### src/rtl/alu_pkg.sv
// Shared ALU opcodes and widths for the execute stage and the control decoder.
package alu_pkg;

    localparam int ALU_WIDTH = 32;

    localparam logic [3:0] ALU_NOP  = 4'd0;
    localparam logic [3:0] ALU_ADD  = 4'd1;
    localparam logic [3:0] ALU_SUB  = 4'd2;
    localparam logic [3:0] ALU_AND  = 4'd3;
    localparam logic [3:0] ALU_OR   = 4'd4;
    localparam logic [3:0] ALU_NOR  = 4'd5;
    localparam logic [3:0] ALU_SLT  = 4'd6;
    localparam logic [3:0] ALU_XOR  = 4'd7;
    localparam logic [3:0] ALU_SLTU = 4'd8;
    localparam logic [3:0] ALU_SLL  = 4'd9;
    localparam logic [3:0] ALU_SRL  = 4'd10;
    localparam logic [3:0] ALU_SRA  = 4'd11;
    localparam logic [3:0] ALU_LUI  = 4'd12;

    typedef enum logic [1:0] {
        SH_SLL = 2'd0,
        SH_SRL = 2'd1,
        SH_SRA = 2'd2
    } shift_mode_e;

endpackage

### src/rtl/alu_if.sv
// Operand/opcode bundle into the ALU and its registered result/zero flag.
interface alu_if
    import alu_pkg::*;
#(
    parameter int WIDTH = ALU_WIDTH
);
    logic [WIDTH-1:0] a1;
    logic [WIDTH-1:0] a2;
    logic [3:0]       alu_ctrl;
    logic             zero;
    logic [WIDTH-1:0] alu_out;

    modport master (
        output a1, a2, alu_ctrl,
        input  zero, alu_out
    );

    modport slave (
        input  a1, a2, alu_ctrl,
        output zero, alu_out
    );
endinterface

### src/rtl/alu_shifter.sv
// Combinational barrel shifter: logical left/right and arithmetic right.
module alu_shifter
    import alu_pkg::*;
#(
    parameter int WIDTH = ALU_WIDTH,
    parameter int SHW   = $clog2(WIDTH)
) (
    input  logic [WIDTH-1:0] a_i,
    input  logic [SHW-1:0]   shamt_i,
    input  shift_mode_e      mode_i,
    output logic [WIDTH-1:0] y_o
);

    always_comb begin
        y_o = a_i << shamt_i;
        case (mode_i)
            SH_SRL:  y_o = a_i >> shamt_i;
            SH_SRA:  y_o = $unsigned($signed(a_i) >>> shamt_i);
            default: y_o = a_i << shamt_i;
        endcase
    end

endmodule

### src/rtl/alu.sv
// Execute-stage ALU: opcode mux over a shared adder and shifter,
// with the result and its zero flag registered together.
module alu
    import alu_pkg::*;
#(
    parameter int WIDTH = ALU_WIDTH
) (
    input logic   clk,
    input logic   rst_n,
    alu_if.slave  bus
);

    localparam int SHW = $clog2(WIDTH);

    logic [WIDTH-1:0] a1_i;
    logic [WIDTH-1:0] a2_i;
    logic [3:0]       ctrl_i;
    logic             sub;
    logic [WIDTH-1:0] b_op;
    logic [WIDTH:0]   sum;
    logic             lt_s;
    logic             lt_u;
    shift_mode_e      sh_mode;
    logic [WIDTH-1:0] sh_y;
    logic [WIDTH-1:0] alu_out_d;
    logic [WIDTH-1:0] alu_out_q;
    logic             zero_d;
    logic             zero_q;

    assign a1_i   = bus.a1;
    assign a2_i   = bus.a2;
    assign ctrl_i = bus.alu_ctrl;

    // SLT/SLTU reuse the subtractor: a1 + ~a2 + 1
    assign sub  = (ctrl_i == ALU_SUB) || (ctrl_i == ALU_SLT)
               || (ctrl_i == ALU_SLTU);
    assign b_op = sub ? ~a2_i : a2_i;
    assign sum  = {1'b0, a1_i} + {1'b0, b_op}
                + {{WIDTH{1'b0}}, sub};

    // Differing signs decide directly, so overflow cannot flip the result
    assign lt_s = (a1_i[WIDTH-1] ^ a2_i[WIDTH-1]) ? a1_i[WIDTH-1]
                                                  : sum[WIDTH-1];
    assign lt_u = ~sum[WIDTH];

    always_comb begin
        sh_mode = SH_SLL;
        if (ctrl_i == ALU_SRL) sh_mode = SH_SRL;
        if (ctrl_i == ALU_SRA) sh_mode = SH_SRA;
    end

    alu_shifter #(
        .WIDTH (WIDTH),
        .SHW   (SHW)
    ) u_shifter (
        .a_i     (a2_i),
        .shamt_i (a1_i[SHW-1:0]),
        .mode_i  (sh_mode),
        .y_o     (sh_y)
    );

    always_comb begin
        alu_out_d = '0;
        case (ctrl_i)
            ALU_ADD:  alu_out_d = sum[WIDTH-1:0];
            ALU_SUB:  alu_out_d = sum[WIDTH-1:0];
            ALU_AND:  alu_out_d = a1_i & a2_i;
            ALU_OR:   alu_out_d = a1_i | a2_i;
            ALU_NOR:  alu_out_d = ~(a1_i | a2_i);
            ALU_SLT:  alu_out_d = {{(WIDTH-1){1'b0}}, lt_s};
            ALU_XOR:  alu_out_d = a1_i ^ a2_i;
            ALU_SLTU: alu_out_d = {{(WIDTH-1){1'b0}}, lt_u};
            ALU_SLL:  alu_out_d = sh_y;
            ALU_SRL:  alu_out_d = sh_y;
            ALU_SRA:  alu_out_d = sh_y;
            ALU_LUI:  alu_out_d = WIDTH'(a2_i[15:0]) << 16;
            default:  alu_out_d = '0;
        endcase
    end

    assign zero_d = (alu_out_d == '0);

    always_ff @(posedge clk or negedge rst_n) begin
        if (!rst_n) begin
            alu_out_q <= '0;
            zero_q    <= 1'b1;
        end else begin
            alu_out_q <= alu_out_d;
            zero_q    <= zero_d;
        end
    end

    assign bus.alu_out = alu_out_q;
    assign bus.zero    = zero_q;

endmodule

### src/flat_wrapper.sv
// flat-port wrapper written by rule: the top's interface ports become plain ports
module alu_flat import alu_pkg::*;
#(
    parameter int WIDTH = ALU_WIDTH
)
  (clk, rst_n, bus_a1, bus_a2, bus_alu_ctrl, bus_zero, bus_alu_out);
  alu_if #(.WIDTH(WIDTH)) bus_i ();
  input logic clk;
  input logic rst_n;
  input wire logic [$bits(bus_i.a1)-1:0] bus_a1;
  input wire logic [$bits(bus_i.a2)-1:0] bus_a2;
  input wire logic [$bits(bus_i.alu_ctrl)-1:0] bus_alu_ctrl;
  output wire logic [$bits(bus_i.zero)-1:0] bus_zero;
  output wire logic [$bits(bus_i.alu_out)-1:0] bus_alu_out;
  assign bus_i.a1 = bus_a1;
  assign bus_i.a2 = bus_a2;
  assign bus_i.alu_ctrl = bus_alu_ctrl;
  assign bus_zero = bus_i.zero;
  assign bus_alu_out = bus_i.alu_out;
  alu #(.WIDTH(WIDTH)) u_core (.clk(clk), .rst_n(rst_n), .bus(bus_i));
endmodule
### config.mk
export PLATFORM = sky130hd
export DESIGN_NAME = alu_flat
export DESIGN_NICKNAME = d
export VERILOG_FILES = /design/src/rtl/alu_pkg.sv /design/src/rtl/alu_if.sv /design/src/rtl/alu_shifter.sv /design/src/rtl/alu.sv /design/src/flat_wrapper.sv
export SDC_FILE = /design/constraint.sdc
export NUM_CORES = 1
export LEC_CHECK = 0
export ABC_AREA = 0
export ABC_CLOCK_PERIOD_IN_PS = 800
export BUFFER_PORTS_ARGS = -buffer_cell sky130_fd_sc_hd__buf_4
export CAP_MARGIN = 25
export CORE_MARGIN = 10
export CORE_UTILIZATION = 40
export DETAILED_ROUTE_END_ITERATION = 10
export GPL_ROUTABILITY_DRIVEN = 1
export HOLD_SLACK_MARGIN = 0.08
export MAX_ROUTING_LAYER = met4
export PLACE_DENSITY = 0.66
export SKIP_LAST_GASP = 1
export SYNTH_ARGS = -nofsm -noshare
export SYNTH_HDL_FRONTEND = slang
export SYNTH_HIERARCHICAL = 1
export SYNTH_SLANG_ARGS = --single-unit
### constraint.sdc
create_clock -name clk -period 0.8 [get_ports clk]
set_input_delay 0 -clock clk [delete_from_list [all_inputs] [get_ports clk]]
set_output_delay 0 -clock clk [all_outputs]
set_load 0.01 [all_outputs]
; Word level (Yosys, flattened, before mapping)
; Index checks and enable logic that the tools add are counted.
[totals]
in_bits = 70
regBits = 33
out_inout_bits = 33
word_cells = 39
[classes]
n_mux = 6
addsub = 2
n_reduce_logical = 5
bitwise = 7
eq_ne = 14
n_shift = 3
[ops]
columns = operator, count
row1 = 32-bit one-hot mux with 9 select lines, 1
row2 = 32-bit inverter, 2
row3 = 32-bit one-hot mux with 2 select lines, 1
row4 = 32-bit by 32-bit adder with 33-bit output, 1
row5 = 33-bit by 1-bit adder with 33-bit output, 1
row6 = 32-bit AND, 1
row7 = 32-bit logical NOT, 1
row8 = 32-bit 2-to-1 mux, 1
row9 = 32-bit bitwise OR, 1
row10 = 32-bit by 5-bit << shifter with 32-bit output, 1
row11 = 32-bit by 5-bit >> shifter with 32-bit output, 1
row12 = 32-bit by 5-bit >>> shifter with 32-bit output, 1
row13 = 32-bit XOR, 1
row14 = 4-bit equality test (second input constant), 5
row15 = 4-bit by 3-bit equality test with 1-bit output (second input constant), 4
row16 = 4-bit by 2-bit equality test with 1-bit output (second input constant), 2
row17 = 4-bit by 1-bit equality test with 1-bit output (second input constant), 1
row18 = 3-bit OR reduction, 1
row19 = 2-bit by 1-bit equality test with 1-bit output (second input constant), 1
row20 = 2-bit equality test (second input constant), 1
row21 = 1-bit logical OR, 2
row22 = 1-bit 2-to-1 mux, 2
row23 = 2-bit 2-to-1 mux, 1
row24 = 2-bit OR reduction, 1
row25 = other kinds (2), 2

; Logic depth before layout (Yosys ltp)
[depth]
depth_word = 9
depth_mapped = 21

; Hierarchy
; Netlist, hierarchy kept.
[by_module_without_submodules]
columns = module, cells_each, area_each_um2, n_inst
row1 = alu, 757, 5844.4, 1
row2 = alu_shifter, 507, 4327.9, 1

; Worst setup path before layout
; OpenSTA, ideal clock, no wires.
[synth_timing]
path_kind = input port to flip-flop
startpoint = in bus_alu_ctrl[0]
endpoint = reg u_core.zero_q, in the netlist u_core/bus.zero
path_buffers = 7
setup_ns = 0.075
cell_stages = 20
required_ns = 0.725
slack_ns = -3.518
t_arrival_ns = 4.242
path_cell_list = buf_2 buf_2 buf_4 buf_4 buf_2 nor2_1 buf_1 xnor2_1 ha_1 clkbuf_1 a21oi_1 o211ai_1 nor2b_1 o211ai_2 a221o_2 o21ai_2 a21oi_1 or3_1 a2111o_1 nor3_2
[synth_between]
elab_chain_len = 9
[synth_rtl]
columns = item, line
row1 = "start, declared", flat_wrapper.sv:12  ; input wire logic [$bits(bus_i.alu_ctrl)-1:0] bus_alu_ctrl;
row2 = 4-bit by 2-bit equality test with 1-bit output or 4-bit by 3-bit equality test with 1-bit output (tied branches), "alu.sv:35, alu.sv:64"
row3 = 1-bit logical OR, alu.sv:35  ; assign sub = (ctrl_i == ALU_SUB) || (ctrl_i == ALU_SLT)
row4 = 1-bit logical OR, alu.sv:36  ; || (ctrl_i == ALU_SLTU);
row5 = 32-bit 2-to-1 mux, alu.sv:37  ; assign b_op = sub ? ~a2_i : a2_i;
row6 = 32-bit by 32-bit adder with 33-bit output, alu.sv:38  ; assign sum = {1'b0, a1_i} + {1'b0, b_op}
row7 = 33-bit by 1-bit adder with 33-bit output, alu.sv:39  ; + {{WIDTH{1'b0}}, sub};
row8 = 1-bit 2-to-1 mux or 1-bit inverter (tied branches), "alu.sv:42, alu.sv:44"
row9 = 32-bit one-hot mux with 9 select lines *, alu.sv:64  ; case (ctrl_i)
row10 = 32-bit logical NOT *, alu.sv:81  ; assign zero_d = (alu_out_d == '0);
row11 = via u_core.zero_d, alu.sv:27  ; logic zero_d;
row12 = "end signal, assigned", alu.sv:89  ; zero_q <= zero_d;
row13 = "end, declared", alu.sv:28  ; logic zero_q;
; Mark *: on every way through the listed nets, which the timed path passes. The rest lies on a longest branch.

; Worst setup path after layout
[layout_timing]
startpoint = in bus_alu_ctrl[1]
endpoint = reg u_core.zero_q, in the netlist u_core/bus.zero
[layout_rtl]
columns = item, line
row1 = 4-bit by 2-bit equality test with 1-bit output or 4-bit by 3-bit equality test with 1-bit output (tied branches), "alu.sv:35, alu.sv:64"
row2 = 1-bit logical OR, alu.sv:35
row3 = 1-bit logical OR, alu.sv:36
row4 = 32-bit 2-to-1 mux, alu.sv:37
row5 = 32-bit by 32-bit adder with 33-bit output, alu.sv:38
row6 = 33-bit by 1-bit adder with 33-bit output, alu.sv:39
row7 = 32-bit one-hot mux with 9 select lines *, alu.sv:64
row8 = via u_core.alu_out_d[28], alu.sv:25  ; logic [WIDTH-1:0] alu_out_d;
row9 = 32-bit logical NOT *, alu.sv:81
row10 = via u_core.zero_d, alu.sv:27
; Marks and branches as above.

==> metrics.md <==
| Metric | Value |
|---|---|
| Status | complete, but fails checks |
| Failing checks | setup timing |
| Core region area | 25,100 µm² |
| Post-Synthesis Cells | 1,264 |
| CP arrival | 3.81 ns |
| Starting Density | 0.405 |
| Max Freq | 277 MHz |
| Synthesis-to-finish area growth | 65.0% |
| Synth area leader | ha_1 |
| Number of port buffers | 102 |
| Crit path max-delay cell type | or4_1 |
| Max-slew violations | 0 |
| Simple-gate share of the synthesized area | 0.174 |
| Root buf cell | clkbuf_16 |
| Tmin final | 3.61 ns |
| Row count | 58 |
| Die height | 179 µm |
| Top cell type's share of synthesized area | 0.121 |
| Vias in the first global route | 12,951 |
| Pwr dens | 1110 nW/µm² |
| Die area | 32,200 µm² |
| Type of origin of the critical path | input pin |
| Via count | 13,745 |
| Synth Area in Adders | 0.123 |
| Worst-margin pin slew | 0.730 ns |
| Worst setup EP type | flop |
| Pwr Total | 18.6 mW |
| Htree depth | 2 |
| Clock sinks | 33 |
| Post-synth EDFFs | 0 |
| Worst Path Buf+Inv | 4 |
| Fin. Hold Viols | 0 |
| Setup ws final | -2.81 ns |
| Initial antenna violation count | 4 |
| TritonCTS clock tree | done |
| Drt wl/cell | 27.0 µm |
| Total number of yosys warnings | 6 |
| Cells taking the most area after synthesis | ha_1 12%, mux4_2 11%, dfrtp_1 7.9% |
| Number of synthesized register bits | 33 |
| Asr flop ratio synth | 1.00 |
| Hold Crit Class | in -> async |
| CTS Buf Count | 5 |
| Setup Crit Path Kind | in -> reg |
| RSZ-0062 raised after global routing | yes |
| Die Wd | 179 µm |
| Initial DRC Count | 1,972 |
| Overflow after GRT | 0 |
| Synth Area in Compound Gates | 0.241 |
| Vias per cell | 6.35 |
| Headroom to the max-slew limit | 0.511 |
| Ports | 103 |
| Worst-path maximum fanout | 9 |
| Routed Wire Length | 58.5 mm |
| Routability cong. | 1.09 |
| Fill cells | 2,032 |
| Final period utilization | 4.51 |
| Synth Area in XOR/XNOR | 0.0706 |
| Nets | 1,999 |
| Mux cell area share after synthesis | 0.231 |
| Hold_ws | 0.216 ns |
| Req. time, crit path | 1.01 ns |
| Mapped Nets | 1,433 |
| Synthesized cell area | 10,200 µm² |
| Global-route usage over all layers | 0.336 |
| Drt drc | 0 |
| Peak per-stage delay on the critical path | 0.55 ns |
| Critical path's top delay family | simple AND/OR/NAND/NOR gates |
| Syn Area/Cell | 8.05 µm² |
| Largest net degree at the start of global routing | 34 |
| Leakage power | 7.90 nW |
| Largest family of logic cells by synthesized area | compound AO/OA/AOI/OAI gates |
| Maxcap violations | 0 |
| Maximum vdd drop | 1.15 mV |
| CP Cell Sequence | buf_12 > nor3b_4 > nor2_2 > nor2_4 > buf_12 > buf_6 > xnor2_2 > ha_4 > nand4_1 > o221ai_2 > nand2_2 > buf_4 > a211o_1 > a31oi_1 > o211ai_1 > or4_1 > nor2_1 > nand4_1 > nor3_2 |
| Post-synthesis sequential area ratio | 0.0813 |
| Setup TNS Final | -63.97 ns |
| First-pass GRT wire length | 82.6 mm |
| HPWL after detailed placement | 44.6 mm |
| ANT nets after route | 0 |
| Share of layout cells above drive strength 1 | 0.498 |
| Max clock buf depth | 2 |
| Post-synthesis cell type count | 89 |
| Most used DFF post-synth | dfrtp_1 |
| TritonRoute pass-1 iters | 6 |
| Reg clk slew, reported paths | 0.06 ns |
| Setup violators final | 38 |
==> per-stage QoR <==
| step | instances | instance area, µm² | setup slack, ns | util |
|---|---|---|---|---|
| 2_1_floorplan | 1264 | 10500 | -2.65 | - |
| 3_3_place_gp | 2082 | 14900 | -3.06 | 0.592 |
| 3_5_place_dp | 2082 | 14900 | -3.11 | 0.592 |
| 4_1_cts | 2133 | 16100 | -2.59 | 0.642 |
| 5_1_grt | 2164 | 16800 | -2.86 | 0.668 |
| 6_report | 2165 | 16800 | -2.81 | 0.668 |
==> worst paths after layout <==
check / slack [ns] / startpoint / cells after the start / end
max: -2.81 / bus_alu_ctrl[1] / 19 / u_core/bus.zero$_DFF_PN1_
min in group clk: 0.35 / bus_a2[1] / 5 / u_core/bus.alu_out[17]$_DFF_PN0_
min: 0.22 / rst_n / 2 / u_core/bus.alu_out[21]$_DFF_PN0_
max in group asynchronous: 0.24 / rst_n / 2 / u_core/bus.zero$_DFF_PN1_
==> per-layer routing <==
layer,up-vias,part of all wire,track usage
li1,5905,-,-
met1,6624,0.41,0.442
met2,1014,0.44,0.517
met3,202,0.10,0.0596
met4,0,0.046,0.0956
met5,-,0,-
==> flip-flops by register name, indices dropped and copies added, names as in the netlist <==
signal              flops
u_core/bus.alu_out     32
u_core/bus.zero         1
==> cells by family (layout without fill, tap and decap cells) <==
family                   after synthesis  after routing
AO/OA/AOI/OAI                        350            350
buffers and inverters                184            751
adder cells (fa/ha/maj)               99             99
XOR/XNOR                              82             82
AND/OR/NAND/NOR                      374            374
flip-flops                            33             33
other                                  0              4
multiplexers                         142            142
==> power breakdown <==
part / leakage (nW) / switching (mW) / internal [mW]
registers: 0.427 / 0.0981 / 1.90
logic: 7.39 / 7.25 / 7.01
clock network: 0.0841 / 0.781 / 1.56
==> area by class of cell <==
class / count / area [µm²] / area share
multi-input combinational: 1047 / 9520 / 0.567
timing repair buffer: 666 / 5550 / 0.331
sequential: 33 / 827 / 0.0493
tap: 330 / 413 / 0.0246
inverter: 77 / 289 / 0.0172
clock buffer: 7 / 143 / 0.00850
clock inverter: 1 / 30.0 / 0.00179
antenna: 4 / 10.0 / 0.000596
==> synth_stat cells (5+ instances only) <==
| library cell | count |
|---|---|
| buf_1 | 10 |
| o21bai_1 | 5 |
| a22o_1 | 5 |
| a22oi_1 | 35 |
| nor2_1 | 101 |
| nand4_1 | 18 |
| xor2_1 | 24 |
| or3_1 | 8 |
| a211oi_1 | 12 |
| and3_1 | 15 |
| mux4_1 | 16 |
| o21a_1 | 9 |
| a21oi_1 | 64 |
| nand3_1 | 39 |
| a31oi_1 | 10 |
| inv_1 | 76 |
| clkbuf_1 | 64 |
| nor2b_1 | 12 |
| o21ai_0 | 57 |
| a211o_1 | 7 |
| o221ai_1 | 8 |
| and2_1 | 6 |
| a21o_1 | 19 |
| o211ai_1 | 28 |
| or2_2 | 10 |
| dfrtp_1 | 32 |
| o22ai_1 | 19 |
| nor3_1 | 18 |
| xnor2_1 | 58 |
| nand2b_1 | 9 |
| nand2_1 | 115 |
| buf_2 | 21 |
| ha_1 | 98 |
| mux2i_1 | 49 |
| o2111ai_1 | 7 |
| mux2_2 | 25 |
| mux4_2 | 49 |
| a221oi_1 | 9 |
==> what timing repair did <==
item | CTS | global route
hold buffers | 1 | 0
buffers inserted | 49 | 32
pin swaps | 98 | 71
gates resized for setup | 150 | 87
endpoints found under the setup margin | 41 | 58
gates cloned | 3 | 1
hold endpoints to repair | 33 | 0
==> cell usage in the layout, fill, tap and decap left out, drive strengths merged, types with 5 or more instances in the layout <==
cell type	netlist	routed
a221oi	9	9
xor2	24	24
nand2	115	115
mux2	26	26
nand2b	9	9
nor2	101	101
or2	10	10
a31oi	10	10
ha	98	98
nor2b	12	12
a21oi	64	64
mux2i	51	51
nor3	19	19
o221ai	8	8
a22oi	35	35
buf	43	662
o211ai	29	29
xnor2	58	58
o21a	9	9
o21bai	5	5
o2111ai	7	7
o22ai	19	19
and2	7	7
nand4	18	18
clkbuf	64	8
mux4	65	65
o21ai	58	58
a211o	7	7
and3	15	15
or3	9	9
nand3	39	39
a21o	19	19
a211oi	12	12
a22o	5	5
dfrtp	32	32
inv	77	77
(Power assumes the default switching activity.)
